[src/rtl/ctrl_pipe_hazard.sv]
// Control-word pipeline for ID/EX, EX/MEM and MEM/WB of the MIPS core:
// load-use stall detection, branch flush, global hold and write-enable generation.
module ctrl_pipe_hazard #(
  parameter int CTRL_W = 9,
  parameter int REG_W  = 5,
  parameter int CNT_W  = 16
) (
  input  logic              clk,
  input  logic              rst,
  input  logic [CTRL_W-1:0] i_ctrl,
  input  logic              i_valid,
  input  logic [REG_W-1:0]  i_rs,
  input  logic [REG_W-1:0]  i_rt,
  input  logic              i_flush,
  input  logic              i_hold,
  output logic [3:0]        o_ex_ctrl,
  output logic [REG_W-1:0]  o_ex_rt,
  output logic [2:0]        o_mem_ctrl,
  output logic [1:0]        o_wb_ctrl,
  output logic              o_pc_write,
  output logic              o_ifid_write,
  output logic              o_ifid_flush,
  output logic [CNT_W-1:0]  o_stall_cnt
);

  localparam int B_REGDST   = 8;
  localparam int B_MEMREAD  = 3;
  localparam int B_REGWRITE = 1;
  localparam int B_MEMTOREG = 0;

  logic [CTRL_W-1:0] idex_p0;
  logic [REG_W-1:0]  idex_rt_p0;
  logic [4:0]        exmem_p1;
  logic [1:0]        memwb_p2;
  logic [CNT_W-1:0]  stall_cnt;
  logic              haz;

  // Bubbles become all-zero; RegDst/MemtoReg are meaningless without RegWrite.
  function automatic logic [CTRL_W-1:0] mask_ctrl(input logic [CTRL_W-1:0] c,
                                                  input logic              v);
    logic [CTRL_W-1:0] m;
    m = v ? c : '0;
    if (!m[B_REGWRITE]) begin
      m[B_REGDST]   = 1'b0;
      m[B_MEMTOREG] = 1'b0;
    end
    return m;
  endfunction

  function automatic logic [CNT_W-1:0] sat_inc(input logic [CNT_W-1:0] v);
    return (&v) ? v : v + {{(CNT_W-1){1'b0}}, 1'b1};
  endfunction

  assign haz = i_valid & idex_p0[B_MEMREAD] & (idex_rt_p0 != '0) &
               ((idex_rt_p0 == i_rs) | (idex_rt_p0 == i_rt));

  always_ff @(posedge clk) begin
    if (rst) begin
      idex_p0    <= '0;
      idex_rt_p0 <= '0;
      exmem_p1   <= '0;
      memwb_p2   <= '0;
      stall_cnt  <= '0;
    end else if (!i_hold) begin
      // MEM/WB always advances unless frozen, so a resolving branch still retires.
      memwb_p2 <= exmem_p1[1:0];
      if (i_flush) begin
        exmem_p1   <= '0;
        idex_p0    <= '0;
        idex_rt_p0 <= '0;
      end else if (haz) begin
        exmem_p1   <= idex_p0[4:0];
        idex_p0    <= '0;
        idex_rt_p0 <= '0;
        stall_cnt  <= sat_inc(stall_cnt);
      end else begin
        exmem_p1   <= idex_p0[4:0];
        idex_p0    <= mask_ctrl(i_ctrl, i_valid);
        idex_rt_p0 <= i_rt;
      end
    end
  end

  always_comb begin
    o_pc_write   = 1'b1;
    o_ifid_write = 1'b1;
    o_ifid_flush = 1'b0;
    if (rst) begin
      o_pc_write   = 1'b1;
      o_ifid_write = 1'b1;
    end else if (i_hold) begin
      o_pc_write   = 1'b0;
      o_ifid_write = 1'b0;
    end else if (i_flush) begin
      o_ifid_flush = 1'b1;
    end else if (haz) begin
      o_pc_write   = 1'b0;
      o_ifid_write = 1'b0;
    end
  end

  assign o_ex_ctrl   = idex_p0[8:5];
  assign o_ex_rt     = idex_rt_p0;
  assign o_mem_ctrl  = exmem_p1[4:2];
  assign o_wb_ctrl   = memwb_p2;
  assign o_stall_cnt = stall_cnt;

endmodule

[config.mk]
export PLATFORM = sky130hd
export DESIGN_NAME = ctrl_pipe_hazard
export DESIGN_NICKNAME = d
export VERILOG_FILES = /design/src/rtl/ctrl_pipe_hazard.sv
export SDC_FILE = /design/constraint.sdc
export NUM_CORES = 1
export LEC_CHECK = 0
export BUFFER_PORTS_ARGS = -buffer_cell sky130_fd_sc_hd__buf_2
export CORE_MARGIN = 4
export CORE_UTILIZATION = 35
export CTS_CLUSTER_DIAMETER = 150
export DETAILED_ROUTE_END_ITERATION = 7
export PLACE_DENSITY = 0.67
export REMOVE_ABC_BUFFERS = 1
export SYNTH_ARGS = -nofsm -noshare
export SYNTH_HDL_FRONTEND = slang
export SYNTH_SLANG_ARGS = --single-unit
[constraint.sdc]
create_clock -name clk -period 1.86 [get_ports clk]
set_input_delay 0.093 -clock clk [delete_from_list [all_inputs] [get_ports clk]]
set_output_delay 0.093 -clock clk [all_outputs]
set_load 0.005 [all_outputs]
==> results_dict.tcl <==
set metrics [dict create \
    run_status "finished, violations left" \
    failed_checks "negative setup slack" \
    synth_ff_type "dfxtp_1" \
    ys_types 40 \
    ys_top_cells_by_area "dfxtp_1 (39%), a32o_1 (5.8%), a21oi_1 (5.3%)" \
    first_global_vias 1746 \
    numPortBuffers 56 \
    fin_skew_ns 0.00394 \
    yosys_warnings 0 \
    syn_area_per_cell_sq_um 9.01 \
    num_vias 1863 \
    crit_type "flip-flop to output port" \
    rsz0062_at_grt "yes" \
    syn2layout_area_growth_pct 36.6 \
    pin_count 57 \
    yosysMostFrequentCell "dfxtp_1" \
    route.detailed.drc 0 \
    period_needed_ns 1.96 \
    synth_area_leader_cell "dfxtp_1" \
    max_slew_margin 0.745 \
    final-setup-viol-count 14 \
    cap_viol_max_count 0 \
    power_switching_uw 382 \
    diodes 0 \
    synth_top_area_frac 0.393 \
    holdBufCountCts 0 \
    intPower_mw 1.15 \
    final_nets 311 \
    fp.dieH_microns 81.4 \
    synth_common_cells "dfxtp_1 (37), a21oi_1 (20), nor2_1 (16)" \
    switching_share 0.250 \
    antenna_left 0 \
    cts_tree "yes" \
    gp_congestion 0.803 \
    clkSlewWorstSetupHoldPaths_ns 0.07 \
    required_ns 1.77 \
    h-tree-depth 2 \
    hold_class "primary input to flip-flop" \
    finalHoldViolCount 0 \
    firstDrtPassIters 4 \
    cts_made_buffers 5 \
    cts_root_buffer "clkbuf_8" \
    ir_worst_vdd_mv 0.273 \
    setup_ws_ns -0.101 \
    synthArstFlopShare 0 \
    worst-path-max-fanout 4 \
    drt_wl_total_microns 4980 \
    synth_seq_area_share 0.393 \
    antenna_found_initial 0 \
    power_density_mw_per_mm2 594 \
    drive_above_1_share 0.404 \
    drv_slew 0 \
    cts.sinks 37 \
    synth_cells 209 \
    ys_ff_latch 37 \
    synth_area_sq_mm 0.00188 \
    die_area_sq_mm 0.00662 \
    postLayoutCoreUtil 0.497 \
    fmax_ghz 0.510 \
    grt_max_degree 24 \
    die_w_microns 81.4 \
    drt_iter0_markers 111 \
    p_comb_frac 0.112 \
    setup.worst_path.end_class "output port" \
    synth_edf_count 0 \
    startpoint_type "flip-flop" \
    clock_power_share 0.356 \
    grt_overflow 0 \
    seq_power_share 0.532 \
    start_util 0.364 \
    via_per_inst 5.22 \
    dpl_worst_slack_ns 0.0587 \
    grt_pass1_wl_microns 8050 \
    rows 26 \
    cts_buffer_depth 2 \
    drt-wirelength-per-cell_microns 14.0 \
    worst_pin_slew_ns 0.381 \
    power_leakage_nw 1.10 \
    reg2reg_slack_ns -0.05 \
    grt_use_total 0.158 \
    layout_worst_path_cycle_share 1.05 \
    core_region_area_sq_mm 0.00517 \
    hpwl_microns 3480 \
    cp_data_arrival_time_ns 1.87 \
    clock_latency_ns 0.29 \
]
## power groups by stage
stage                     Combinational, mW  Clock, mW  Sequential, mW
after floorplan                      0.0602          0           0.831
after global placement                0.147          0           0.832
after detailed placement              0.149          0           0.832
after CTS                             0.166      0.567           0.813
after global routing                  0.187      0.605           0.815
final                                 0.171      0.544           0.813
## cells by family after synthesis
kind of cell             count (synthesis)  share of synthesized area
flip-flops                              37                      0.393
AND/OR/NAND/NOR                         79                      0.254
AO/OA/AOI/OAI                           52                      0.191
buffers and inverters                   25                     0.0797
XOR/XNOR                                10                     0.0465
adder cells (fa/ha/maj)                  1                    0.00664
multiplexers                             5                     0.0292
## repair_timing
item                                    CTS  global route
gates resized for setup                   5            11
cloned                                    1             0
endpoints found under the hold margin     0             0
endpoints found under the setup margin    2            30
setup buffers                             4             2
pin swaps                                 3             7
## per-layer routing
metal | global-route usage | wire length [microns] | up-vias
li1 | - | - | 942
met4 | 0.0709 | 85 | 0
met3 | 0.0366 | 310 | 8
met5 | 0 | 0 | -
met2 | 0.257 | 2340 | 54
met1 | 0.196 | 2250 | 859
## flip-flops by register name, summed over array words and instances, names as in the netlist
name / flops
o_ex_rt: 5
exmem_p1: 5
o_stall_cnt: 16
o_wb_ctrl: 2
idex_p0: 9
## cell usage in the layout (no fill, tap or decap), types with 2 or more instances in the layout
cell	count
buf_4	31
or3_1	3
nand3_1	9
clkinv_2	2
nor2b_1	8
clkbuf_8	5
a32o_1	11
mux2i_1	4
nor3_1	3
xor2_1	9
o21ai_0	4
dfxtp_1	35
a21oi_2	5
and4_1	2
inv_1	4
or4_4	3
buf_2	56
or4_1	10
nand4_1	7
nor3b_1	4
buf_12	2
a21oi_1	15
o31ai_1	11
nor2_1	16
nand2_1	5
## through the flow
stage	std cells	cell area, sq um	setup TNS [ns]	power (mW)	hold WS, ns
2_1_floorplan	188	1750	-13.39	0.892	0.162
3_3_place_gp	343	2360	0	0.979	0.328
3_5_place_dp	343	2360	0	0.981	0.338
4_1_cts	356	2520	-1.08	1.55	0.0298
5_1_grt	357	2570	-1.51	1.61	0.0298
6_report	357	2570	-0.528	1.53	0.0351
## cell type report
cell class,count,area [sq um]
clock buffers,6,72.6
clock inverters,2,10.0
fillers,497,2600
inverters,4,15.0
multi-input cells,147,1040
flip-flops and latches,37,746
well taps,70,87.6
repair buffers,91,597
## critical path, cell delays in order (launching register included)
cell and delay [ns]:
dfxtp_4 0.37, xor2_1 0.16, nor3_1 0.22, a22oi_2 0.11, buf_12 0.14, nand3b_1 0.18
o31a_1 0.27, buf_2 0.13
## path summary, 6_finish.rpt
check / startpoint / end / cells after the start
setup reg to reg: o_ex_rt[4] / o_stall_cnt[5] / 7
hold / removal: i_ctrl[8] / idex_p0[8] / 3
hold reg to reg: idex_p0[2] / idex_p0[2] / 1
setup / recovery: o_ex_rt[4] / o_ifid_write / 7
Note: power is estimated with default switching activity, not from simulation.
